`src/rtl/instr_fetch.sv`:
```
// instr_fetch: instruction-fetch stage of the 16-bit MIPS pipeline.
// Owns the program counter, addresses the instruction ROM, and captures the
// returned word into the IF/ID register. Handles stalls, redirects and halt.
// Ports:
//   clk, rst_n        clock, asynchronous active-low reset
//   pc                registered byte address to the ROM
//   instruction       ROM data for pc (combinational, same cycle)
//   stall             hold pc and IF/ID
//   redirect_valid/pc branch/jump redirect; flushes IF/ID
//   halt_req          enter HALT at the next edge
//   if_id_instr/pc    captured instruction and its address
//   if_id_valid       IF/ID holds a real instruction
//   halted            high while in HALT
//   misalign_err      sticky flag for odd redirect targets
//   fetch_count       count of captured instructions (wraps)
module instr_fetch #(
  parameter logic [15:0] RESET_PC = 16'd0,
  parameter logic [15:0] PC_LIMIT = 16'd32
) (
  input  logic        clk,
  input  logic        rst_n,
  output logic [15:0] pc,
  input  logic [15:0] instruction,
  input  logic        stall,
  input  logic        redirect_valid,
  input  logic [15:0] redirect_pc,
  input  logic        halt_req,
  output logic [15:0] if_id_instr,
  output logic [15:0] if_id_pc,
  output logic        if_id_valid,
  output logic        halted,
  output logic        misalign_err,
  output logic [15:0] fetch_count
);

  localparam int unsigned W = 16;

  typedef enum logic [1:0] {
    BOOT = 2'd0,
    RUN  = 2'd1,
    HALT = 2'd2
  } state_t;

  state_t         state;
  state_t         state_next;
  logic [W-1:0]   pc_next;
  logic [W-1:0]   instr_next;
  logic [W-1:0]   if_pc_next;
  logic [W-1:0]   count_next;
  logic           valid_next;
  logic           halted_next;
  logic           misalign_next;
  logic [W-1:0]   redirect_target;

  // Redirect targets are forced to halfword alignment; the odd bit only flags.
  assign redirect_target = {redirect_pc[W-1:1], 1'b0};

  // State and output registers
  always_ff @(posedge clk or negedge rst_n) begin
    if (!rst_n) begin
      state        <= BOOT;
      pc           <= RESET_PC;
      if_id_instr  <= '0;
      if_id_pc     <= '0;
      if_id_valid  <= 1'b0;
      halted       <= 1'b0;
      misalign_err <= 1'b0;
      fetch_count  <= '0;
    end else begin
      state        <= state_next;
      pc           <= pc_next;
      if_id_instr  <= instr_next;
      if_id_pc     <= if_pc_next;
      if_id_valid  <= valid_next;
      halted       <= halted_next;
      misalign_err <= misalign_next;
      fetch_count  <= count_next;
    end
  end

  // Next-state and next-output logic
  always_comb begin
    state_next    = state;
    pc_next       = pc;
    instr_next    = if_id_instr;
    if_pc_next    = if_id_pc;
    valid_next    = if_id_valid;
    misalign_next = misalign_err;
    count_next    = fetch_count;

    case (state)
      BOOT: begin
        valid_next = 1'b0;
        state_next = RUN;
      end
      RUN: begin
        if (redirect_valid) begin
          pc_next       = redirect_target;
          valid_next    = 1'b0;
          instr_next    = '0;
          misalign_next = misalign_err | redirect_pc[0];
        end else if (halt_req || (pc >= PC_LIMIT)) begin
          // Out-of-range fetch halts without capturing the ROM output.
          state_next = HALT;
          valid_next = 1'b0;
        end else if (!stall) begin
          instr_next = instruction;
          if_pc_next = pc;
          valid_next = 1'b1;
          pc_next    = pc + W'(2);
          count_next = fetch_count + W'(1);
        end
      end
      HALT: begin
        valid_next = 1'b0;
        if (redirect_valid) begin
          state_next    = RUN;
          pc_next       = redirect_target;
          instr_next    = '0;
          misalign_next = misalign_err | redirect_pc[0];
        end
      end
      default: begin
        state_next = BOOT;
        valid_next = 1'b0;
      end
    endcase

    halted_next = (state_next == HALT);
  end

endmodule

```
`config.mk`:
```
export PLATFORM = sky130hd
export DESIGN_NAME = instr_fetch
export DESIGN_NICKNAME = d
export VERILOG_FILES = /design/src/rtl/instr_fetch.sv
export SDC_FILE = /design/constraint.sdc
export NUM_CORES = 1
export LEC_CHECK = 0
export CELL_PAD_IN_SITES_DETAIL_PLACEMENT = 0
export CELL_PAD_IN_SITES_GLOBAL_PLACEMENT = 2
export CORE_MARGIN = 3
export CORE_UTILIZATION = 30
export DETAILED_ROUTE_END_ITERATION = 8
export GPL_ROUTABILITY_DRIVEN = 0
export PLACE_DENSITY = 0.84
export SLEW_MARGIN = 0
export SYNTH_ARGS = -nofsm -noshare
export SYNTH_HDL_FRONTEND = slang
export SYNTH_SLANG_ARGS = --single-unit
export TNS_END_PERCENT = 1
```
`constraint.sdc`:
```
create_clock -name clk -period 4.6 [get_ports clk]
set_clock_uncertainty 0.15 [all_clocks]
set_input_delay 0.92 -clock clk [delete_from_list [all_inputs] [get_ports clk]]
set_output_delay 0.92 -clock clk [all_outputs]
set_load 0.01 [all_outputs]
```
; ---- After elaboration in Yosys (flattened, before gate mapping)
; Index checks and enable logic that the tools add are counted.
[totals]
ff_bits = 69
[classes]
addsub = 2
n_lt_le_gt_ge = 1
n_eq_ne = 7
muxes = 18
n_bitwise = 4
reduce_logical = 7
[op_table]
columns = operator, n
row1 = 16-bit 2-to-1 mux, 8
row2 = 16-bit case mux with 2 select lines, 2
row3 = "16-bit by 1-bit adder with 16-bit output, second input constant", 1
row4 = "16-bit by 2-bit adder with 16-bit output, second input constant", 1
row5 = "16-bit by 6-bit >= comparator with 1-bit output, second input constant", 1
row6 = 4-bit AND reduction, 2
row7 = 2-bit 2-to-1 mux, 3
row8 = "3-bit != test, second input constant", 2
row9 = 2-bit case mux with 3 select lines, 1
row10 = "2-bit == test, second input constant", 2
row11 = 1-bit 2-to-1 mux, 4
row12 = "4-bit != test, second input constant", 1
row13 = 1-bit inverter, 3
row14 = "2-bit by 1-bit == test with 1-bit output, second input constant", 1
row15 = 2-bit zero test, 1
row16 = "2-bit != test, second input constant", 1
row17 = 2-bit AND reduction, 1
row18 = 2-bit nonzero test, 1
row19 = 2-bit OR reduction, 1
row20 = 1-bit logical OR, 1
row21 = 1-bit OR, 1

; ---- Longest topological paths before layout
[depth]
word_depth = 6
ltp_mapped = 8
ltp_nobuf = 6

; ---- Worst setup path before layout
; OpenSTA, ideal clock, no wires.
[synth_path]
kind = input-to-reg
start = input port redirect_valid
end = register pc[3]
arrival_time_ns = 1.935
required_ns = 4.323
slack_ns = 2.388
path_stages = 6
path_buffers = 2
path_cell_list = buf_2 or2_2 clkbuf_1 nor2_1 a21oi_1 o2bb2a_1
[synth_between]
elab_chain_len = 2
word_cells_on_any_way = 6
cone_classes = eq/ne (3) / mux (2) / reduce/logical (1)
[synth_rtl]
columns = item, line
row1 = start: declaration, 25  ; input logic redirect_valid,
row2 = 3-bit != test (no source line) (tied with other cells), -
row3 = 4-bit AND reduction (no source line) / 16-bit case mux with 2 select lines (equally long branches), -
row4 = end signal: assignment, 71  ; pc <= pc_next;
row5 = end: declaration, 22  ; output logic [15:0] pc,
; Parallel ways exist; a longest one is shown, timed or not.
; A chain may end at the register's enable or synchronous reset.

; ---- Final worst setup path
[layout_path]
start = input port redirect_valid
end = register pc[15]
; Same word-level chain as after synthesis.

==> run metrics <==
status=finished, final reports clean; Syn Area/Cell=10.7 um2; final instance area=4430 um2; Worst Tran Pin Value=1.12 ns; share of post-route cells with drive strength above 1=9.64%; DP HPWL=5830 um; Detailed Route WL=8400 um; Synth Register Bits=67; Req. time, crit path=4.73 ns; Max Cap Viol=0; post_cts resized=0; number of DRC markers in iteration 0=93; full die area=11600 um2; postcts setup bufs=0; met1 Resource Use GR=20.0%; dpl cell area=4200 um2; Final #Nets=432; P_leak=0.00196 uW; Area contributors post-synth=dfrtp_1 (54%), nand2_1 (4.7%), nand3_1 (4.0%); setup TNS=0 ns; Final ANT Viol Nets=0; Worst setup EP type=flip-flop; via count=2523; die height=108 um; CTS Root Buffer Type=clkbuf_8; Slew Viols, Final=0; critical path class=input port to flip-flop; Worst VDD drop=0.187 mV; final setup fails=0; Die X=108 um; initial antenna violation count=0; CTS buffer count=9; total gr overflow=0; register area share after synthesis=54.2%; hold buffers post-CTS=0; H-tree lvl count=3; worst-path fanout max=23; Core Rows=36; fin crit period=2.93 ns; Vias/cell=4.79; Residual DRC=0; mapped cell area=3100 um2; GRT Total Usage=15.0%; Post-synth ARST share=100%; most common cell in the netlist=dfrtp_1; post-synth cell types=47; clock buffer depth=2; met3 usage=4.14%; power per cell area=502 nW/um2; GR Util met2=22.6%; FMAX=342 MHz; port bufs=101; total power draw=2220 uW; Rel. slew slack=25.2%; TritonCTS clock tree=yes; worst path arrival time=3.06 ns; Worst setup SP type=input port; largest net degree at the start of global routing=68; Slowest-stage cell, CP=a21oi_2; drt pass-1 iters=4; Most Crowded Layer GR=met2; post-synth top area share=54.2%; Post-synth EDFFs=0; Initial Util=31.2%; largest area contributor in the netlist=dfrtp_1; Warnings, synthesis=0; CTS clk-pin slew, worst paths=0.07 ns; max incr delay on CP=0.86 ns; antenna cells=0; post-synthesis cell count=290; final hold violations=0; DR WL/cell=15.9 um; Clock Sinks=67; Final period util=63.6%; Synth-to-Final Area Change=43.0%; number of global-route vias before repair=2641; min-delay worst type=flip-flop to flip-flop; Clock Latency Late Sink=0.34 ns; cells along the critical path=clkdlybuf4s50_1, o21a_1, a21oi_2, o22a_1; Post-synth top flop=dfrtp_1; Core Box Area=9910 um2; most instantiated cells after synthesis=dfrtp_1 (67), nand2_1 (39), nand3_1 (25); first-pass GRT wire length=13600 um; # IOs=104; unrepaired setup endpoints after global routing=false
-- worst max-delay path, delay by kind of cell --
family / cells / cell delay [ns]
AOI/OAI and AO/OA: 3 / 1.50
buffers and inverters: 1 / 0.62
-- cells in the final DEF, fill, tap and decap left out, types with 2 or more instances in the layout --
cell,netlist,routed
nand2_1,39,39
mux2_4,5,5
o21ai_1,19,18
inv_1,3,3
dfrtp_1,67,67
nor2b_1,4,4
and3_1,5,5
ha_1,6,6
a21oi_1,6,6
xor2_1,13,13
a31oi_1,3,3
clkbuf_8,0,11
conb_1,1,2
o2bb2ai_1,2,2
nor4_4,3,3
o21a_1,2,2
buf_4,3,3
bufinv_16,0,2
o21ai_0,3,3
nor2_1,13,12
o22a_1,2,2
clkdlybuf4s50_1,0,100
nand3_1,25,25
and2_1,12,12
nor3_1,11,11
nand4_1,9,9
-- per-layer routing --
layer	vias up	wire length (um)
met5	-	0
met4	0	177
met3	16	581
met2	90	3790
met1	1210	3850
li1	1207	-
-- metrics by stage --
stage / worst slack [ns] / utilization, % / instances / hold slack, ns
6_report: 1.67 / 44.7 / 527 / 0.320
5_1_grt: 1.51 / 44.7 / 527 / 0.345
3_5_place_dp: 1.29 / 42.4 / 511 / 0.305
2_1_floorplan: 2.39 / - / 291 / 0.354
4_1_cts: 1.67 / 44.7 / 527 / 0.322
3_3_place_gp: 1.34 / 42.4 / 511 / 0.306
-- final timing paths --
kind | end | startpoint | depth (start not counted) | slack, ns
setup / recovery | pc[15] | redirect_valid | 4 | 1.67
hold / removal | misalign_err | misalign_err | 1 | 0.32
setup reg to reg | pc[15] | state[0] | 5 | 2.02
hold reg to reg | misalign_err | misalign_err | 1 | 0.32
max in group asynchronous | if_id_instr[15] | rst_n | 1 | 3.21
min in group asynchronous | fetch_count[10] | rst_n | 1 | 0.52
-- kinds of logic (layout without fill, tap and decap cells) --
kind of cell               count (synthesis)  in the layout  synth area share, %
buffers and inverters                     19            122                 3.48
adders and majority gates                  6              6                 2.43
other                                      1              2                0.121
muxes                                      6              6                 2.75
and+or+nand+nor                          129            129                 22.8
AOI/OAI and AO/OA                         47             47                 9.74
xor gates and xnor gates                  15             15                 4.49
DFF                                       67             67                 54.2
-- cell type report --
cell class	instances	area [um2]
multi-input cells	205	1320
fillers	962	5480
repair buffers	103	1020
flip-flops and latches	67	1680
well taps	133	166
inverters	3	11.3
clock buffers	12	155
clock inverters	4	72.6
-- power by group --
| part | switching [uW] | leakage, uW | internal [uW] |
|---|---|---|---|
| combinational | 364 | 0.000974 | 392 |
| sequential | 173 | 0.000877 | 727 |
| clock | 232 | 0.000113 | 334 |
-- registers in the layout, summed over array words and instances (netlist names) --
signal and count:
fetch_count 16, if_id_instr 16, if_id_pc 15, pc 15
state 2, halted 1, if_id_valid 1, misalign_err 1
Note: power is estimated with default switching activity, not from simulation.
